--- config.mk ---
export PLATFORM = sky130hd
export DESIGN_NAME = mmio_led_bank
export DESIGN_NICKNAME = d
export VERILOG_FILES = /design/src/rtl/mmio_led_bank_pkg.sv /design/src/rtl/led_blink_timer.sv /design/src/rtl/mmio_led_bank.sv
export SDC_FILE = /design/constraint.sdc
export NUM_CORES = 1
export LEC_CHECK = 0
export BUFFER_PORTS_ARGS = -buffer_cell sky130_fd_sc_hd__buf_2
export CAP_MARGIN = 30
export CORE_ASPECT_RATIO = 1.5
export CORE_UTILIZATION = 52
export CTS_CLUSTER_DIAMETER = 100
export DETAILED_ROUTE_END_ITERATION = 12
export GPL_ROUTABILITY_DRIVEN = 0
export PLACE_DENSITY = 0.82
export SLEW_MARGIN = 30
export SYNTH_ARGS = -nofsm -noshare
export SYNTH_HDL_FRONTEND = slang
export SYNTH_SLANG_ARGS = --single-unit
--- constraint.sdc ---
create_clock -name sys_clk -period 2.4 [get_ports sys_clk]
set_input_delay 0.6 -clock sys_clk [delete_from_list [all_inputs] [get_ports sys_clk]]
set_output_delay 0.6 -clock sys_clk [all_outputs]
set_load 0.005 [all_outputs]
--- src/rtl/mmio_led_bank_pkg.sv ---
// Register map and decode helper for the MMIO LED bank.
// Offsets are byte offsets within the 256-byte window.
package mmio_led_bank_pkg;

  localparam int unsigned WINDOW_BYTES    = 256;
  localparam logic [7:0]  OFF_PERBIT_LAST = 8'h7C;
  localparam logic [7:0]  OFF_WORD        = 8'h80;
  localparam logic [7:0]  OFF_SET         = 8'h84;
  localparam logic [7:0]  OFF_CLR         = 8'h88;
  localparam logic [7:0]  OFF_TGL         = 8'h8C;
  localparam logic [7:0]  OFF_BLINK_MASK  = 8'h90;
  localparam logic [7:0]  OFF_BLINK_DIV   = 8'h94;

  typedef enum logic [2:0] {
    REG_PERBIT,
    REG_WORD,
    REG_SET,
    REG_CLR,
    REG_TGL,
    REG_BMASK,
    REG_BDIV,
    REG_NONE
  } reg_sel_e;

  function automatic reg_sel_e decode_offset(input logic [7:0] off);
    reg_sel_e sel;
    sel = REG_NONE;
    if (off <= OFF_PERBIT_LAST) begin
      sel = REG_PERBIT;
    end else begin
      case (off)
        OFF_WORD:       sel = REG_WORD;
        OFF_SET:        sel = REG_SET;
        OFF_CLR:        sel = REG_CLR;
        OFF_TGL:        sel = REG_TGL;
        OFF_BLINK_MASK: sel = REG_BMASK;
        OFF_BLINK_DIV:  sel = REG_BDIV;
        default:        sel = REG_NONE;
      endcase
    end
    return sel;
  endfunction

endpackage

--- src/rtl/led_blink_timer.sv ---
// Free-running blink divider: phase flips every div cycles; div=0 parks phase at 1.
// Used only when MMIO_LED_BANK_BLINK_EN is defined.
module led_blink_timer (
  input  logic        sys_clk,
  input  logic        rst,
  input  logic [31:0] div,
  input  logic        restart,
  output logic        phase
);

  logic [31:0] cnt_q, cnt_d;
  logic        phase_q, phase_d;

  always_comb begin
    cnt_d   = cnt_q + 32'd1;
    phase_d = phase_q;
    if (restart || (div == 32'd0)) begin
      cnt_d   = '0;
      phase_d = 1'b1;
    end else if (cnt_q == div - 32'd1) begin
      cnt_d   = '0;
      phase_d = ~phase_q;
    end
  end

  always_ff @(posedge sys_clk or posedge rst) begin
    if (rst) begin
      cnt_q   <= '0;
      phase_q <= 1'b1;
    end else begin
      cnt_q   <= cnt_d;
      phase_q <= phase_d;
    end
  end

  assign phase = phase_q;

endmodule

--- src/rtl/mmio_led_bank.sv ---
// Memory-mapped LED register bank with word, per-bit and set/clear/toggle access.
// Define MMIO_LED_BANK_BLINK_EN to add the BLINK_MASK/BLINK_DIV blink feature.
module mmio_led_bank
  import mmio_led_bank_pkg::*;
#(
  parameter int          N_LEDS    = 24,
  parameter logic [31:0] BASE_ADDR = 32'hFFFF_0400
) (
  input  logic              sys_clk,
  input  logic              rst,
  input  logic              mmio_read,
  input  logic              mmio_write,
  input  logic [31:0]       mmio_addr,
  input  logic [31:0]       mmio_write_data,
  output logic              mmio_work,
  output logic              mmio_done,
  output logic [31:0]       mmio_read_data,
  output logic [N_LEDS-1:0] leds_pin
);

  logic [N_LEDS-1:0] led_q, led_d;
  logic              done_q, done_d;
  logic [31:0]       rdata_q, rdata_d;
  logic [31:0]       rd_val;
  logic [7:0]        off;
  logic [4:0]        bit_idx;
  logic [N_LEDS-1:0] wdata;
  reg_sel_e          sel;
  logic              accept, do_wr, do_rd;
  logic              unused_bits;

  assign mmio_work = (mmio_addr[31:8] == BASE_ADDR[31:8]);
  assign off       = {mmio_addr[7:2], 2'b00};
  assign bit_idx   = mmio_addr[6:2];
  assign wdata     = mmio_write_data[N_LEDS-1:0];
  assign sel       = decode_offset(off);
  // A completion cycle blocks acceptance, so held requests finish every other cycle.
  assign accept    = mmio_work && (mmio_read || mmio_write) && !done_q;
  assign do_wr     = accept && mmio_write;
  assign do_rd     = accept && mmio_read;
  assign unused_bits = ^{mmio_addr[1:0], mmio_write_data};

`ifdef MMIO_LED_BANK_BLINK_EN
  logic [N_LEDS-1:0] mask_q, mask_d;
  logic [31:0]       div_q, div_d;
  logic              blink_phase;

  led_blink_timer u_timer (
    .sys_clk (sys_clk),
    .rst     (rst),
    .div     (div_q),
    .restart (do_wr && (sel == REG_BDIV)),
    .phase   (blink_phase)
  );

  always_comb begin
    mask_d = mask_q;
    div_d  = div_q;
    if (do_wr && (sel == REG_BMASK)) mask_d = wdata;
    if (do_wr && (sel == REG_BDIV))  div_d  = mmio_write_data;
  end

  always_ff @(posedge sys_clk or posedge rst) begin
    if (rst) begin
      mask_q <= '0;
      div_q  <= '0;
    end else begin
      mask_q <= mask_d;
      div_q  <= div_d;
    end
  end

  assign leds_pin = led_q & (~mask_q | {N_LEDS{blink_phase}});
`else
  assign leds_pin = led_q;
`endif

  // Read mux sees only current register state, so a combined read+write returns the old value.
  always_comb begin
    rd_val = '0;
    case (sel)
      REG_PERBIT: begin
        for (int i = 0; i < N_LEDS; i++) begin
          if (bit_idx == 5'(i)) rd_val = {31'b0, led_q[i]};
        end
      end
      REG_WORD:  rd_val = 32'(led_q);
`ifdef MMIO_LED_BANK_BLINK_EN
      REG_BMASK: rd_val = 32'(mask_q);
      REG_BDIV:  rd_val = div_q;
`endif
      default:   rd_val = '0;
    endcase
  end

  always_comb begin
    led_d = led_q;
    if (do_wr) begin
      case (sel)
        REG_PERBIT: begin
          for (int i = 0; i < N_LEDS; i++) begin
            if (bit_idx == 5'(i)) led_d[i] = mmio_write_data[0];
          end
        end
        REG_WORD: led_d = wdata;
        REG_SET:  led_d = led_q | wdata;
        REG_CLR:  led_d = led_q & ~wdata;
        REG_TGL:  led_d = led_q ^ wdata;
        default:  led_d = led_q;
      endcase
    end
    done_d  = accept;
    rdata_d = do_rd ? rd_val : '0;
  end

  always_ff @(posedge sys_clk or posedge rst) begin
    if (rst) begin
      led_q   <= '0;
      done_q  <= 1'b0;
      rdata_q <= '0;
    end else begin
      led_q   <= led_d;
      done_q  <= done_d;
      rdata_q <= rdata_d;
    end
  end

  assign mmio_done      = done_q;
  assign mmio_read_data = rdata_q;

endmodule

Yosys cells after proc, flatten, opt, wreduce, memory -nomap -nowiden
Cells that the tools add are included.

operators by class
  bitwise logic cells = 4
  magnitude comparators = 1
  equal/unequal tests = 58
  reduce and logical (&&, ||, !) cells = 33
  mux-type cells = 53

operator list
  cell                                                            count
  two-way mux 32 bit                                              24
  one-hot mux 24 bit (5 select lines)                             1
  AND reduction 3 bit                                             24
  one-hot mux 32 bit (2 select lines)                             1
  != test 2 bit, second input constant                            24
  equality test 5 x 4 -> 1 bit, second input constant             8
  equality test 5 bit, second input constant                      8
  equality test 6 bit, second input constant                      6
  two-way mux 1 bit                                               25
  bitwise AND 24 bit                                              1
  equality test 24 bit, second input constant                     1
  inverter 24 bit                                                 1
  OR 24 bit                                                       1
  XOR 24 bit                                                      1
  equality test 5 x 3 -> 1 bit, second input constant             4
  one-hot mux 3 bit (6 select lines)                              1
  equality test 5 x 2 -> 1 bit, second input constant             2
  less-or-equal comparator 8 x 7 -> 1 bit, second input constant  1
  equality test 3 x 2 -> 1 bit, second input constant             2
  equality test 5 x 1 -> 1 bit, second input constant             1
  logical NOT 5 bit                                               1
  nonzero test 5 bit                                              1
  logical AND 1 bit                                               4
  equality test 3 x 1 -> 1 bit, second input constant             1
  other kinds (5)                                                 5

storage, ports and cells
  logic and storage cells = 175
  input port bits = 68
  output and inout bits = 58
  bits in registers = 57

Logic depth before layout (Yosys ltp)
  depth after elaboration = 27
  mapped depth = 9
  mapped depth without buffers = 6

Worst setup path after synthesis
OpenSTA, ideal clock, no wires.

  path type = input to register
  start = input mmio_addr[9]
  end = register led_q[23], in the netlist leds_pin[23]
  path buffers = 1
  setup time = 0.125 ns
  setup slack = -0.133 ns
  arrival time = 2.408 ns
  stages on the path = 7
  path through = or4b_4 nor4_4 nand3b_2 or2_1 buf_6 a21oi_1 mux2_2

between the ends
  cells in the longest elaborated chain, start to end = 5

ends and longest elaborated chain
  what                             line                  source
  start: declaration               mmio_led_bank.sv:13   input logic [31:0] mmio_addr,
  equality test 24 bit             mmio_led_bank.sv:32   assign mmio_work = (mmio_addr[31:8] == BASE_ADDR[31:8]);
  logical AND 1 bit (2 in series)  mmio_led_bank.sv:38   assign accept = mmio_work && (mmio_read || mmio_write) && !done_q;
  logical AND 1 bit                mmio_led_bank.sv:39   assign do_wr = accept && mmio_write;
  AND reduction 3 bit (no line)    --
  end signal: assignment           mmio_led_bank.sv:122  led_q <= led_d;
  end: declaration                 mmio_led_bank.sv:21   logic [N_LEDS-1:0] led_q, led_d;

Every way passes these cells.
A chain may end at the register's enable or synchronous reset.

Worst setup path after layout
  start = input mmio_addr[9]
  end = output mmio_work

between the ends
  cells in the longest elaborated chain, start to end = 1

ends and longest elaborated chain
  what                  line                 source
  equality test 24 bit  mmio_led_bank.sv:32
  end: declaration      mmio_led_bank.sv:15  output logic mmio_work,

Every way passes these cells.

==> results.py <==
metrics = {
    "final_layout": {
        "syn_to_final_growth_pct": 22.1,
        "drive_gt1_frac": 0.280,
        "final_core_util": 0.657,
        "final_common_cell": "buf_2",
        "layout_common_cells": "107 x buf_2, 50 x inv_1, 49 x dfrtp_1, 48 x ha_1, 33 x nand2_1",
        "fin_cells": 671,
        "n_antenna_cell": 0,
        "num-nets-final": 686,
    },
    "clock_tree": {
        "ctsRootBufferMaster": "clkbuf_8",
        "htreeDepth": 2,
        "cts_tree": "done",
        "cts_made_buffers": 5,
        "cts_sinks": 49,
        "cts.clk_slew.worst_paths_ns": 0.09,
        "insertion_delay_ns": 0.32,
        "cts_buffer_depth": 2,
    },
    "floorplanning": {
        "die-height_um": 108,
        "rows": 38,
        "fp.dieW_um": 72.6,
        "start_util": 0.538,
        "core_um2": 7230,
        "die-area_um2": 7840,
        "io_pins": 126,
    },
    "setup_path": {
        "max_stage_delay_ns": 0.54,
        "cp_common_cell": "buf_2",
        "required_ns": 1.80,
        "end_kind": "output pin",
        "startpoint_type": "primary input",
        "cp_cell_sequence": "buf_2, or4b_4, nor4_4, and2_1, buf_2",
        "criticalPathCategory": "in -> out",
        "crit_slowest_cell": "or4b_4",
        "cp_max_fo": 3,
        "critPathArrivalTime_ns": 1.69,
    },
    "detailed_routing": {
        "drc_errors": 0,
        "wl_um": 10700,
        "antenna_left": 0,
        "wl_per_cell_um": 16.0,
        "avgViaCountPerCell": 5.74,
        "drtIter0Drc": 199,
        "vias": 3853,
        "dr.pass1.iters": 4,
    },
    "pwr": {
        "leakage_uw": 0.00247,
        "p_per_area_nw_per_um2": 346,
        "finalPower_uw": 1640,
        "vdd_drop_max_mv": 0.198,
    },
    "yosys": {
        "synthCells": 459,
        "ys_seq_elements": 49,
        "ys_types": 53,
        "ys_warn_count": 0,
        "ys_seq_area_frac": 0.315,
        "synth.cell_area_um2": 3890,
        "avgSynthCellArea_um2": 8.47,
    },
    "hold_path": {
        "hp-class": "in -> async",
    },
    "sta": {
        "finalHoldViolations": 0,
        "period_minus_slack_ns": 2.29,
        "max_freq_mhz": 437,
        "fin_skew_ns": 0.00882,
        "finalSetupViolations": 0,
        "max-slew-margin-rel": 0.615,
        "slew_violations": 0,
        "tightest_slew_ns": 0.577,
        "rsz0062_at_grt": "false",
        "fin_crit_sh": 0.954,
    },
    "place": {
        "io_buffers": 107,
        "place_hpwl_um": 8050,
        "placedCellCount": 663,
    },
    "outcome": {
        "status": "finished clean",
    },
    "run": {
        "drv_cap": 0,
    },
    "global_route": {
        "grt_max_degree": 27,
        "grt_pass1_vias": 3941,
        "gr-total-overflow": 0,
        "grt_pass1_wl_um": 17900,
        "antenna_found_initial": 0,
        "grt_usage": 0.289,
    },
}
==> cells in the mapped netlist, drive strengths merged <==
cell	instances	area, µm²
inv	51	191
dfrtp	49	1230
ha	48	601
nand2	33	124
nor2	31	116
o21ai	29	145
nor3	25	130
clkbuf	22	82.6
buf	21	155
o31ai	21	158
a21oi	20	100
a221oi	20	175
and3	20	125
nor2b	7	43.8
a31oi	6	37.5
mux2i	5	50.1
nand4	4	25.0
a211oi	3	22.5
a22oi	3	22.5
and2	3	18.8
and3b	3	26.3
mux2	3	33.8
nor4	3	33.8
o2111ai	3	26.3
a22o	2	17.5
nand3	2	10.0
nand4b	2	17.5
o211ai	2	15.0
or4b	2	23.8
a2111oi	1	8.76
a21o	1	7.51
a221o	1	10.0
a32o	1	10.0
a32oi	1	8.76
and4	1	8.76
conb	1	3.75
nand2b	1	6.26
nand3b	1	11.3
nor3b	1	7.51
nor4b	1	8.76
o2111a	1	11.3
o2bb2ai	1	8.76
o31a	1	8.76
o41ai	1	8.76
or2	1	6.26
==> flip-flops by register name, indices dropped and copies added, names as in the netlist <==
register,cells
leds_pin,24
mmio_read_data,24
mmio_done,1
==> through the flow <==
stage               hold WS [ns]  area, µm²  setup TNS (ns)  setup slack (ns)
floorplan                  0.548       3940        -0.00556          -0.00556
global placement           0.550       4640           -1.40           -0.0765
detailed placement         0.581       4640           -1.98            -0.116
CTS                        0.348       4750               0            0.0332
global route               0.395       4750               0            0.0599
finish                     0.329       4750               0             0.109
==> area by class of cell <==
type / count / area [µm²]
clock buffers: 7 / 96.3
clock inverters: 1 / 5.00
fillers: 648 / 2480
inverters: 51 / 191
multi-input cells: 323 / 2280
flip-flops and latches: 49 / 1230
well taps: 100 / 125
repair buffers: 140 / 821
==> critical path, delay by kind of cell <==
family	cells	cell delay (ns)
AND/OR/NAND/NOR	3	0.89
buffers and inverters	2	0.20
==> what timing repair did <==
item,4_1_cts,5_1_grt
resized for setup,0,4
hold buffers,0,0
setup buffers,1,0
setup endpoints to repair,1,23
pin swaps,1,1
==> layer usage <==
metal | GRT usage | vias to the layer above | wire length [µm]
met4 | 0.148 | 0 | 313
li1 | - | 1831 | -
met1 | 0.329 | 1853 | 4170
met5 | 0 | - | 0
met2 | 0.523 | 137 | 5760
met3 | 0.0309 | 32 | 474
==> final timing paths <==
| kind | from | endpoint | slack (ns) | cells after the start |
|---|---|---|---|---|
| min in group sys_clk | mmio_write | mmio_done | 0.53 | 3 |
| max in group asynchronous | rst | mmio_done | 1.53 | 3 |
| setup / recovery | mmio_addr[9] | mmio_work | 0.11 | 5 |
| hold reg to reg | leds_pin[1] | leds_pin[1] | 0.60 | 2 |
| setup reg to reg | leds_pin[12] | mmio_read_data[0] | 0.45 | 6 |
| hold / removal | rst | mmio_read_data[12] | 0.33 | 2 |
==> cells by family (layout without fill, tap and decap cells) <==
kind of cell | Yosys count | after routing | synth area share
DFF | 49 | 49 | 0.315
adders and majority gates | 48 | 48 | 0.154
AOI/OAI and AO/OA | 118 | 118 | 0.206
muxes | 8 | 8 | 0.0216
and+or+nand+nor | 141 | 141 | 0.191
other | 1 | 8 | 0.000964
buffers and inverters | 94 | 199 | 0.110
==> where the power goes <==
part	internal (µW)	total, µW	switching (µW)
clock network	261	548	287
registers	825	825	0.000370
logic	111	269	158
Note: power is estimated with default switching activity, not from simulation.
